--- src/rtl/piccolo80_key_sched_if.sv ---
// ============================================================================
// piccolo80_key_sched_if : key load / whitening / round-key stream bundle
// Rev 1.0 - initial release
// ============================================================================
`default_nettype none

interface piccolo80_key_sched_if;
    logic        key_load;
    logic [79:0] key_in;
    logic [63:0] wk;
    logic        rk_valid;
    logic        rk_ready;
    logic [31:0] rk_out;
    logic [4:0]  rk_round;
    logic        rk_last;
    logic        busy;
    logic        done;

    // master = key schedule (source of the round-key stream)
    modport master (
        input  key_load, key_in, rk_ready,
        output wk, rk_valid, rk_out, rk_round, rk_last, busy, done
    );

    modport slave (
        output key_load, key_in, rk_ready,
        input  wk, rk_valid, rk_out, rk_round, rk_last, busy, done
    );
endinterface

`default_nettype wire

--- src/rtl/piccolo80_key_sched.sv ---
// ============================================================================
// piccolo80_key_sched : sequential Piccolo-80 key schedule (wk0..wk3 + 25 rk pairs)
// Option macro PICCOLO_KS_REKEY_EN: key_load during RUN restarts the schedule.
// Rev 1.0 - initial release
// ============================================================================
`default_nettype none

module piccolo80_key_sched #(
    parameter int          ROUNDS  = 25,
    parameter logic [31:0] CON_XOR = 32'h0f1e2d3c
) (
    input  wire logic clk,
    input  wire logic reset,
    piccolo80_key_sched_if.master ks
);

    localparam logic [4:0] LAST_IDX = 5'(ROUNDS - 1);

    typedef enum logic [1:0] {
        S_IDLE = 2'd0,
        S_RUN  = 2'd1,
        S_DONE = 2'd2
    } state_t;

    state_t      state_q, state_d;
    logic [79:0] key_q, key_d;
    logic [63:0] wk_q, wk_d;
    logic [31:0] rk_out_q, rk_out_d;
    logic [4:0]  rk_round_q, rk_round_d;
    logic [2:0]  m_q, m_d;

    logic        load_ok;
    logic        xfer;
    logic [2:0]  m_inc;

    // key k0..k4 sits MSB-first: k0 = key[79:64], k4 = key[15:0]
    function automatic logic [31:0] rk_calc(input logic [4:0]  idx,
                                            input logic [2:0]  m,
                                            input logic [79:0] k);
        logic [4:0]  c;
        logic [31:0] con;
        logic [31:0] sel;
        c   = idx + 5'd1;
        con = {c, 5'b0, c, 2'b0, c, 5'b0, c} ^ CON_XOR;
        case (m)
            3'd0, 3'd2: sel = k[47:16];
            3'd1, 3'd4: sel = k[79:48];
            default:    sel = {k[15:0], k[15:0]};
        endcase
        return con ^ sel;
    endfunction

`ifdef PICCOLO_KS_REKEY_EN
    assign load_ok = ks.key_load;
`else
    assign load_ok = ks.key_load && (state_q != S_RUN);
`endif

    assign xfer  = (state_q == S_RUN) && ks.rk_ready;
    assign m_inc = (m_q == 3'd4) ? 3'd0 : m_q + 3'd1;

    always_comb begin
        state_d    = state_q;
        key_d      = key_q;
        wk_d       = wk_q;
        rk_out_d   = rk_out_q;
        rk_round_d = rk_round_q;
        m_d        = m_q;

        // A load wins over a simultaneous transfer; that transfer is dropped.
        if (load_ok) begin
            state_d    = S_RUN;
            key_d      = ks.key_in;
            wk_d       = {ks.key_in[79:72], ks.key_in[55:48],
                          ks.key_in[63:56], ks.key_in[71:64],
                          ks.key_in[15:8],  ks.key_in[23:16],
                          ks.key_in[31:24], ks.key_in[7:0]};
            rk_round_d = 5'd0;
            m_d        = 3'd0;
            rk_out_d   = rk_calc(5'd0, 3'd0, ks.key_in);
        end else if (xfer) begin
            if (rk_round_q == LAST_IDX) begin
                state_d    = S_DONE;
                rk_round_d = 5'd0;
                m_d        = 3'd0;
            end else begin
                rk_round_d = rk_round_q + 5'd1;
                m_d        = m_inc;
                rk_out_d   = rk_calc(rk_round_q + 5'd1, m_inc, key_q);
            end
        end
    end

    always_ff @(posedge clk or negedge reset) begin
        if (!reset) begin
            state_q    <= S_IDLE;
            key_q      <= '0;
            wk_q       <= '0;
            rk_out_q   <= '0;
            rk_round_q <= '0;
            m_q        <= '0;
        end else begin
            state_q    <= state_d;
            key_q      <= key_d;
            wk_q       <= wk_d;
            rk_out_q   <= rk_out_d;
            rk_round_q <= rk_round_d;
            m_q        <= m_d;
        end
    end

    assign ks.wk       = wk_q;
    assign ks.rk_out   = rk_out_q;
    assign ks.rk_round = rk_round_q;
    assign ks.rk_valid = (state_q == S_RUN);
    assign ks.busy     = (state_q == S_RUN);
    assign ks.done     = (state_q == S_DONE);
    assign ks.rk_last  = (state_q == S_RUN) && (rk_round_q == LAST_IDX);

endmodule

`default_nettype wire
--- src/flat_wrapper.sv ---
// flat-port wrapper written by rule: the top's interface ports become plain ports
module piccolo80_key_sched_flat 
#(
    parameter int          ROUNDS  = 25,
    parameter logic [31:0] CON_XOR = 32'h0f1e2d3c
)
  (clk, reset, ks_key_load, ks_key_in, ks_rk_ready, ks_wk, ks_rk_valid, ks_rk_out, ks_rk_round, ks_rk_last, ks_busy, ks_done);
  piccolo80_key_sched_if ks_i ();
  input  wire logic clk;
  input  wire logic reset;
  input wire logic [$bits(ks_i.key_load)-1:0] ks_key_load;
  input wire logic [$bits(ks_i.key_in)-1:0] ks_key_in;
  input wire logic [$bits(ks_i.rk_ready)-1:0] ks_rk_ready;
  output wire logic [$bits(ks_i.wk)-1:0] ks_wk;
  output wire logic [$bits(ks_i.rk_valid)-1:0] ks_rk_valid;
  output wire logic [$bits(ks_i.rk_out)-1:0] ks_rk_out;
  output wire logic [$bits(ks_i.rk_round)-1:0] ks_rk_round;
  output wire logic [$bits(ks_i.rk_last)-1:0] ks_rk_last;
  output wire logic [$bits(ks_i.busy)-1:0] ks_busy;
  output wire logic [$bits(ks_i.done)-1:0] ks_done;
  assign ks_i.key_load = ks_key_load;
  assign ks_i.key_in = ks_key_in;
  assign ks_i.rk_ready = ks_rk_ready;
  assign ks_wk = ks_i.wk;
  assign ks_rk_valid = ks_i.rk_valid;
  assign ks_rk_out = ks_i.rk_out;
  assign ks_rk_round = ks_i.rk_round;
  assign ks_rk_last = ks_i.rk_last;
  assign ks_busy = ks_i.busy;
  assign ks_done = ks_i.done;
  piccolo80_key_sched #(.ROUNDS(ROUNDS), .CON_XOR(CON_XOR)) u_core (.clk(clk), .reset(reset), .ks(ks_i));
endmodule
--- config.mk ---
export PLATFORM = sky130hd
export DESIGN_NAME = piccolo80_key_sched_flat
export DESIGN_NICKNAME = d
export VERILOG_FILES = /design/src/rtl/piccolo80_key_sched_if.sv /design/src/rtl/piccolo80_key_sched.sv /design/src/flat_wrapper.sv
export SDC_FILE = /design/constraint.sdc
export NUM_CORES = 1
export LEC_CHECK = 0
export BUFFER_PORTS_ARGS = -buffer_cell sky130_fd_sc_hd__buf_4
export CORE_MARGIN = 2
export CORE_UTILIZATION = 52
export DETAILED_ROUTE_END_ITERATION = 12
export PLACE_DENSITY_LB_ADDON = 0.2
export SYNTH_ARGS = -nofsm -noshare
export SYNTH_HDL_FRONTEND = slang
export SYNTH_SLANG_ARGS = --single-unit
--- constraint.sdc ---
create_clock -name clk -period 3.1 [get_ports clk]
set_input_delay 0.62 -clock clk [delete_from_list [all_inputs] [get_ports clk]]
set_output_delay 0.62 -clock clk [all_outputs]
set_load 0.05 [all_outputs]
After elaboration in Yosys (flattened, before gate mapping):

Cells that the tools add are included.

* bits of input ports: 84
* register bits after elaboration: 186
* output and inout port bits: 105

* bitwise gates (word level): 3
* add/sub/neg operators: 3
* equal/unequal tests: 9
* multiplexer cells: 18
* reductions and logical operators: 10

Operators with widths (count)
* 32-bit 2-to-1 mux: 7
* 32-bit case mux with 2 select lines: 1
* 32-bit bitwise XOR: 1
* 16-bit NOT: 1
* 5-bit 2-to-1 mux: 3
* 14-bit NOT: 1
* 3-bit 2-to-1 mux: 4
* 5-bit by 1-bit adder with 5-bit output, second input constant: 2
* 3-bit equality test, second input constant: 2
* 2-bit 2-to-1 mux: 3
* 5-bit equality test, second input constant: 1
* 2-bit by 1-bit != test with 1-bit output, second input constant: 2
* 2-bit AND reduction: 2
* 2-bit nonzero test: 2
* 2-bit OR reduction: 2
* 3-bit by 1-bit adder with 3-bit output, second input constant: 1
* 3-bit by 1-bit equality test with 1-bit output, second input constant: 1
* 3-bit by 2-bit equality test with 1-bit output, second input constant: 1
* 1-bit logical AND: 3
* 3-bit logical NOT: 1
* 2-bit by 1-bit equality test with 1-bit output, second input constant: 1
* 2-bit equality test, second input constant: 1

Longest topological paths before layout:

Gate-level depths: netlist of run 1.

* depth after elaboration: 12
* depth in mapped cells: 11
* mapped depth without buffers: 9

Worst setup path after synthesis of run 1:

No wires, ideal clock.

* path kind: register to output
* start: register u_core.rk_round_q[0], in the netlist u_core.ks.rk_round[0]
* end: output port ks_rk_last
* required time: 2480 ps
* path buffers: 1
* stages on the path, launching flop included: 6
* setup slack: 508 ps
* data arrival time: 1972 ps
* cells stage by stage: dfrtp_1 > buf_2 > inv_1 > ha_1 > nand4b_1 > nor2_1

* cells in the longest elaborated chain, start to end: 2

Ends and longest elaborated chain
* from (decl): line piccolo80_key_sched.sv:29 `logic [4:0] rk_round_q, rk_round_d;`
* from (signal assigned): line piccolo80_key_sched.sv:107 `rk_round_q <= rk_round_d;`
* 5-bit equality test: line piccolo80_key_sched.sv:118 `assign ks.rk_last = (state_q == S_RUN) && (rk_round_q == LAST_IDX);`
* 1-bit logical AND: line piccolo80_key_sched.sv:118
* to (decl): line flat_wrapper.sv:18 `output wire logic [$bits(ks_i.rk_last)-1:0] ks_rk_last;`

No other way between the ends.

Worst setup path in the final report of run 1:

* start: register u_core.m_q[0]
* end: register u_core.rk_out_q[4], in the netlist u_core.ks.rk_out[4]

* cells in the longest elaborated chain, start to end: 12

Ends and longest elaborated chain
* from (decl): line piccolo80_key_sched.sv:30 `logic [2:0] m_q, m_d;`
* from (signal assigned): line piccolo80_key_sched.sv:108 `m_q <= m_d;`
* 3-bit by 1-bit adder with 3-bit output / 3-bit equality test (equally long branches): line piccolo80_key_sched.sv:60 `assign m_inc = (m_q == 3'd4) ? 3'd0 : m_q + 3'd1;`
* 3-bit 2-to-1 mux (*): line piccolo80_key_sched.sv:60
* 3-bit by 1-bit equality test with 1-bit output (tied with other cells): line piccolo80_key_sched.sv:45 `case (m)`
* 2-bit OR reduction: line piccolo80_key_sched.sv:45
* 32-bit case mux with 2 select lines (*): line piccolo80_key_sched.sv:45
* 32-bit 2-to-1 mux (*): line piccolo80_key_sched.sv:82 `if (rk_round_q == LAST_IDX) begin`
* 32-bit 2-to-1 mux (*): line piccolo80_key_sched.sv:81 `end else if (xfer) begin`
* 32-bit 2-to-1 mux (*): line piccolo80_key_sched.sv:71 `if (load_ok) begin`
* 32-bit bitwise XOR (*): line piccolo80_key_sched.sv:50 `return con ^ sel;`
* 32-bit 2-to-1 mux (*): line piccolo80_key_sched.sv:82
* 32-bit 2-to-1 mux (*): line piccolo80_key_sched.sv:81
* 32-bit 2-to-1 mux (*): line piccolo80_key_sched.sv:71
* to (signal assigned): line piccolo80_key_sched.sv:106 `rk_out_q <= rk_out_d;`
* to (decl): line piccolo80_key_sched.sv:28 `logic [31:0] rk_out_q, rk_out_d;`

Mark *: on every way between the ends. The rest lies on a longest branch, timed or not. The select of a mux whose other input is x is not followed.
A chain may end at the register's enable or synchronous reset.

==> results_dict.tcl, run 1 <==
set metrics [dict create \
    final_area_sq_um 7888 \
    cts_tree "yes" \
    grt_max_degree 54 \
    netlist_area_sq_um 6245 \
    min_period_ps 2606 \
    dpl.hpwl_microns 12080 \
    worstSkewPairLatency_ps 420 \
    antenna_left 0 \
    drtPass1Iterations 5 \
    slew_violations 0 \
    coreArea_sq_um 11860 \
    post_synth_num_cell_types 44 \
    rsz0062_at_grt "no" \
    yosysWarnings 0 \
    gp_congestion 0.7898 \
    cellLeakagePower_nw 4.093 \
    num_antenna_cells 0 \
    post_cts_buffers 0 \
    clkSinkCount 122 \
    track_usage 0.2763 \
    dp.cells 956 \
    drive_above_1_share 0.2985 \
    clockBufferDepth 2 \
    hold_path_class "in2async" \
    ir_worst_vdd_mv 0.5219 \
    setup.worst_path.end_class "register" \
    instances_no_fill 988 \
    place_area_sq_um 7315 \
    io_buffers 188 \
    clkTransAtPathRegs_ps 50 \
    start_kind "register" \
    area_growth_pct 26.31 \
    grt_pass1_wl_microns 27550 \
    status "completed" \
    antenna_found_initial 0 \
    worstPathRequired_ps 3400 \
    htreeDepth 4 \
    finalHoldViolations 0 \
    path_class "reg2reg" \
    grt_pass1_vias 5204 \
    nets 919 \
    grt_overflow 0 \
    powerDensity_nw_per_um2 1054 \
    cts-root-buf "clkbuf_16" \
    arrival_ps 2910 \
    seq_area_frac_synth 0.4889 \
    core.rowCount 40 \
    routed-via-count 5345 \
    cap_viol_max_count 0 \
    initialDrtViolationCount 339 \
    totalWireLength_microns 17220 \
    worst_slew_pin_slew_ps 821.0 \
    finalHoldWorstSlack_ps 185.2 \
    critPathBufInv 2 \
    slowest_delay_ps 530 \
    fmaxAchievable_mhz 383.7 \
    synthCells 711 \
    fin_tns_setup_ps 0 \
    period_share 0.8407 \
    fin_util 0.6650 \
    slew_headroom 0.4487 \
    setup_viol 0 \
    cpMaxStageDelayCell "nor4_4" \
    crit_chain "inv_1 -> ha_1 -> nor2b_1 -> nor4_4 -> buf_4 -> a22o_1 -> a21oi_1 -> xnor2_1 -> o21ai_1" \
    cts_resized 0 \
    cp_max_fo 12 \
    fp.dieW_microns 113.6 \
    syn-num-nets 802 \
    pin_count 189 \
    ys_seq_elements 122 \
    cts-hold-fix-buffers 0 \
    wire_per_inst_microns 17.43 \
    die_y_microns 113.6 \
    vias_per_cell 5.410 \
    die_area_sq_um 12900 \
    start_util 0.5265 \
    drc 0 \
    numCtsBuffers 17 \
    critPathTopFamily "simple AND/OR/NAND/NOR gates" \
    fin_skew_ps 6.695 \
    avgSynthCellArea_sq_um 8.783 \
]
## cell families after synthesis
logic type	Yosys count	share of synthesized area
simple gates	319	0.2074
mux	1	0.002404
compound gates	127	0.1411
xor+xnor	23	0.03226
buf+inv	112	0.1140
fa+ha+maj	7	0.01402
flops	122	0.4889
## flip-flops by register name, indices dropped and copies added (netlist names)
| name | cells |
|---|---|
| u_core.ks.wk | 64 |
| u_core.ks.rk_round | 5 |
| u_core.key_q | 16 |
| u_core.state_q | 2 |
| u_core.m_q | 3 |
| u_core.ks.rk_out | 32 |
## placed cells by master (no fill, tap or decap), drive strengths merged, types with 2 or more instances in the layout
master	n
nand2	262
inv	7
ha	7
o22ai	3
a221o	5
dfrtp	122
xor2	8
a22oi	10
nor2b	3
a22o	19
bufinv	2
clkinv	7
nand2b	2
and2	4
o21ai	28
clkbuf	23
a21oi	32
a21o	2
nor3	2
nand3	18
o211ai	5
a221oi	5
a31oi	11
buf	203
a211oi	2
and3	5
nor3b	2
nor2	17
xnor2	15
## synth_stat cells
cell type	count	area (sq um)
a211oi_1	2	15.01
a21o_1	2	15.01
a21oi_1	23	115.1
a21oi_2	9	78.83
a221o_1	5	50.05
a221oi_1	3	26.28
a221oi_2	2	30.03
a22o_1	19	166.4
a22oi_1	10	75.07
a31oi_1	11	68.82
and2_0	4	25.02
and3_1	5	31.28
buf_1	1	3.750
buf_2	5	25.02
buf_4	66	495.5
buf_6	5	56.30
clkbuf_1	28	105.1
dfrtp_1	122	3053
ha_1	7	87.58
inv_1	7	26.28
mux2_4	1	15.01
nand2_1	262	983.4
nand2b_1	2	12.51
nand3_1	18	90.09
nand4b_1	1	8.760
nor2_1	17	63.81
nor2b_1	2	12.51
nor2b_2	1	8.760
nor3_1	2	10.01
nor3b_1	2	15.01
nor4_4	1	21.27
o211ai_1	5	37.54
o21ai_0	16	80.08
o21ai_1	12	60.06
o221ai_1	1	8.760
o22a_1	1	8.760
o22ai_1	3	18.77
o311a_1	1	10.01
o311ai_1	1	8.760
o31ai_1	1	7.510
or2_2	1	6.260
or3_1	1	6.260
xnor2_1	15	131.4
xor2_1	8	70.07
## metrics by stage
step	setup slack [ps]	power, mW
finish	493.7	8.313
global route	347.6	8.715
CTS	523.7	8.326
detailed placement	556.7	6.393
global placement	575.0	6.305
floorplan	508.4	5.467
## final cells by class
type / count / area, sq um
Fill cell: 972 / 3974
Sequential cell: 122 / 3053
Multi-Input combinational cell: 477 / 2502
Timing Repair Buffer: 203 / 1549
Clock buffer: 23 / 478.0
Tap cell: 147 / 183.9
Clock inverter: 9 / 95.09
Inverter: 7 / 26.28
## power by group
group	switching, mW	leakage (nW)	internal [mW]
Clock	0.685	0.290	1.23
Sequential	0.392	1.51	1.99
Combinational	2.60	2.29	1.41
## worst paths after layout
check,startpoint,end,slack [ps],cells past startpoint
min in group clk,ks_key_in[24],u_core.ks.rk_out[8],370,2
worst min-delay path,reset,u_core.ks.wk[51],190,1
worst max-delay path,u_core.m_q[0],u_core.ks.rk_out[4],490,9
max in group asynchronous,reset,u_core.key_q[33],2060,2
worst min register to register,u_core.key_q[43],u_core.key_q[43],480,2
worst max register to register,u_core.m_q[0],u_core.ks.rk_out[4],490,9
## metal layers
metal / global-route usage / wire length [microns] / vias up
met1: 0.3798 / 7457 / 2578
met2: 0.4359 / 8311 / 207
met5: 0 / 0 / -
met3: 0.06482 / 1150 / 20
li1: - / - / 2540
met4: 0.09350 / 304 / 0
Power figures use the tool's default switching activity.
==> run 2: changes to the inputs <==
Settings changed: ABC_AREA from default to 1, CORE_UTILIZATION 52 to 47.
Clock period 3.1 ns to 2.1 ns, I/O delays scaled along.
==> results_dict.tcl, run 2 <==
set metrics [dict create \
    die_area_sq_um 14850 \
    synth_top_cell_by_area "dfrtp_1" \
    min_period_ps 2020 \
    wire_per_inst_microns 16.32 \
    ys.flop_type "dfrtp_1" \
    violations "hold timing" \
    avgSynthCellArea_sq_um 7.755 \
    path_class "reg2reg" \
    gp_congestion 0.9597 \
    arrival_ps 2320 \
    grt_pass1_vias 5645 \
    drive_above_1_share 0.2856 \
    final_common_cell "nand2_1" \
    finalHoldViolations 2 \
    synth_area_leaders "dfrtp_1, nand2_1, nand3_1" \
    fin_skew_ps 16.58 \
    crit_chain "inv_1 -> ha_1 -> nand2_4 -> nand2_2 -> nand2_2 -> nand2_4 -> nand2_8 -> nand2_8 -> inv_1 -> nand3_1 -> nand3_1 -> o22ai_2 -> inv_1" \
    ys_seq_elements 122 \
    fmaxAchievable_mhz 495.2 \
    worstPathRequired_ps 2400 \
    area_growth_pct 30.81 \
    hold_path_class "in2async" \
    num_antenna_cells 0 \
    reg2regPathDepth 13 \
    clkSinkCount 122 \
    dpl.hpwl_microns 14030 \
    pin_count 189 \
    synth_compound_area_frac 0.08891 \
    synth_top_family_by_area "simple AND/OR/NAND/NOR gates" \
    cp_max_fo 20 \
    drtPass1Iterations 6 \
    start_util 0.4760 \
    final_cell_mix "nand2_1, buf_4, dfrtp_1" \
    htreeDepth 4 \
    antenna_left 0 \
    initialDrtViolationCount 591 \
    netlist_area_sq_um 6530 \
    crit_start "u_core.m_q[0]" \
    slew_violations 0 \
    post_synth_num_cell_types 28 \
    clockBufferDepth 2 \
    syn-num-nets 933 \
    cts-root-buf "clkbuf_16" \
    routed-via-count 6043 \
    synth_top_cell_area_share 0.4675 \
    synth-edff-count 0 \
    yosysWarnings 0 \
    async_flop_share 1.000 \
    period_share 0.9617 \
    r2r-end "u_core.ks.rk_out[9]" \
    worst_slew_pin_slew_ps 551.2 \
    rr_startpoint "u_core.m_q[0]" \
    synthAdderAreaFrac 0.01341 \
    die_y_microns 121.9 \
    drc 0 \
    setup_viol 0 \
    cp_common_cell "inv_1" \
    core.rowCount 43 \
    totalWireLength_microns 19110 \
    critPathBufInv 3 \
    place_area_sq_um 7772 \
    cpMaxStageDelayCell "dfrtp_1" \
    largest_reg_flops 64 \
    slowest_delay_ps 390 \
    start_kind "register" \
    fp.dieW_microns 121.9 \
    antenna_found_initial 0 \
    synthCells 842 \
    grt_pass1_wl_microns 29730 \
    reg2reg_setup_slack_ps 80 \
    cts_tree "yes" \
    io_buffers 188 \
    synth_commonest_cells "nand2_1, dfrtp_1, nand3_1" \
    seq_area_frac_synth 0.4675 \
    synth.most_common_cell "nand2_1" \
    finalHoldWorstSlack_ps -0.5122 \
    status "complete, but fails checks" \
    numCtsBuffers 17 \
    nets 1069 \
    slew_headroom 0.6325 \
    synthMuxAreaShare 0 \
    synth-xor-area-share 0.008048 \
    rsz0062_at_grt "yes" \
    cap_viol_max_count 0 \
    coreArea_sq_um 13720 \
    track_usage 0.2619 \
    vias_per_cell 5.161 \
    critPathTopFamily "simple AND/OR/NAND/NOR gates" \
    grt_overflow 0 \
    final_area_sq_um 8542 \
    setup.worst_path.end_class "register" \
    grt_max_degree 50 \
    worstSkewPairLatency_ps 420 \
    synth_simple_gate_area_share 0.2796 \
    clkTransAtPathRegs_ps 60 \
]
run 2: cell types whose count changed after synthesis, sizes merged, moves of 10 or more:
cell	delta
nor2	+19
a22oi	-10
buf	+12
inv	+51
a31oi	-10
a21oi	+13
o21ai	+25
clkbuf	-10
a22o	-19
xnor2	-13
nand3	+103
run 2: worst reg2reg max path: stages, from the launching register on:
cell and delay (ps):
dfrtp_1 390, inv_1 80, ha_1 210, nand2_4 100
nand2_2 90, nand2_2 90, nand2_4 160, nand2_8 110
nand2_8 160, inv_1 100, nand3_1 110, nand3_1 120
o22ai_2 130, inv_1 50
run 2: per-stage QoR:
step | hold slack [ps] | instances | setup TNS [ps] | setup slack, ps | util
floorplan | 124.4 | 842 | 0 | 71.34 | -
global placement | 444.6 | 1136 | 0 | 139.4 | 0.5665
detailed placement | 445.6 | 1136 | 0 | 42.23 | 0.5665
CTS | 2.929 | 1168 | 0 | 17.05 | 0.6130
global route | 29.33 | 1171 | -124.6 | -37.09 | 0.6226
finish | -0.5122 | 1171 | 0 | 80.42 | 0.6226
run 2: layer usage:
layer / global-route usage / share of wire / up-vias
met5: 0 / 0 / -
met4: 0.1006 / 0.025 / 0
met3: 0.06180 / 0.084 / 33
met2: 0.4103 / 0.46 / 275
met1: 0.3539 / 0.43 / 2806
li1: - / - / 2929
run 2: how the worst max path moves through the flow:
| stage | slack, ps | depth (start not counted) | end |
|---|---|---|---|
| 2_1_floorplan | 70 | 10 | u_core.ks.rk_out[12] |
| 3_3_place_gp | 140 | 13 | u_core.ks.rk_out[6] |
| 3_5_place_dp | 40 | 13 | u_core.ks.rk_out[6] |
| 4_1_cts | 20 | 12 | u_core.ks.rk_out[9] |
| 5_1_grt | -40 | 14 | u_core.ks.rk_out[0] |
| 6_report | 80 | 13 | u_core.ks.rk_out[9] |
run 2: cells by family after synthesis:
family,after synthesis
AO/OA/AOI/OAI,111
XOR/XNOR,6
adder cells (fa/ha/maj),7
buffers and inverters,167
flip-flops,122
AND/OR/NAND/NOR,429
run 2: timing repair:
| action | 4_1_cts | 5_1_grt |
|---|---|---|
| setup buffers | 0 | 3 |
| setup endpoints to repair | 0 | 28 |
| resized for setup | 0 | 22 |
| hold buffers | 0 | 0 |
run 2: area by class of cell:
type | count | area (sq um)
Clock inverter | 7 | 162.7
Clock buffer | 25 | 475.5
Fill cell | 1289 | 5177
Tap cell | 180 | 225.2
Timing Repair Buffer | 224 | 1743
Sequential cell | 122 | 3054
Multi-Input combinational cell | 553 | 2654
Inverter | 60 | 227.7
Power of run 2 is not shown: default switching activity piles up to over one toggle a cycle in this logic, so the estimate is an artifact.
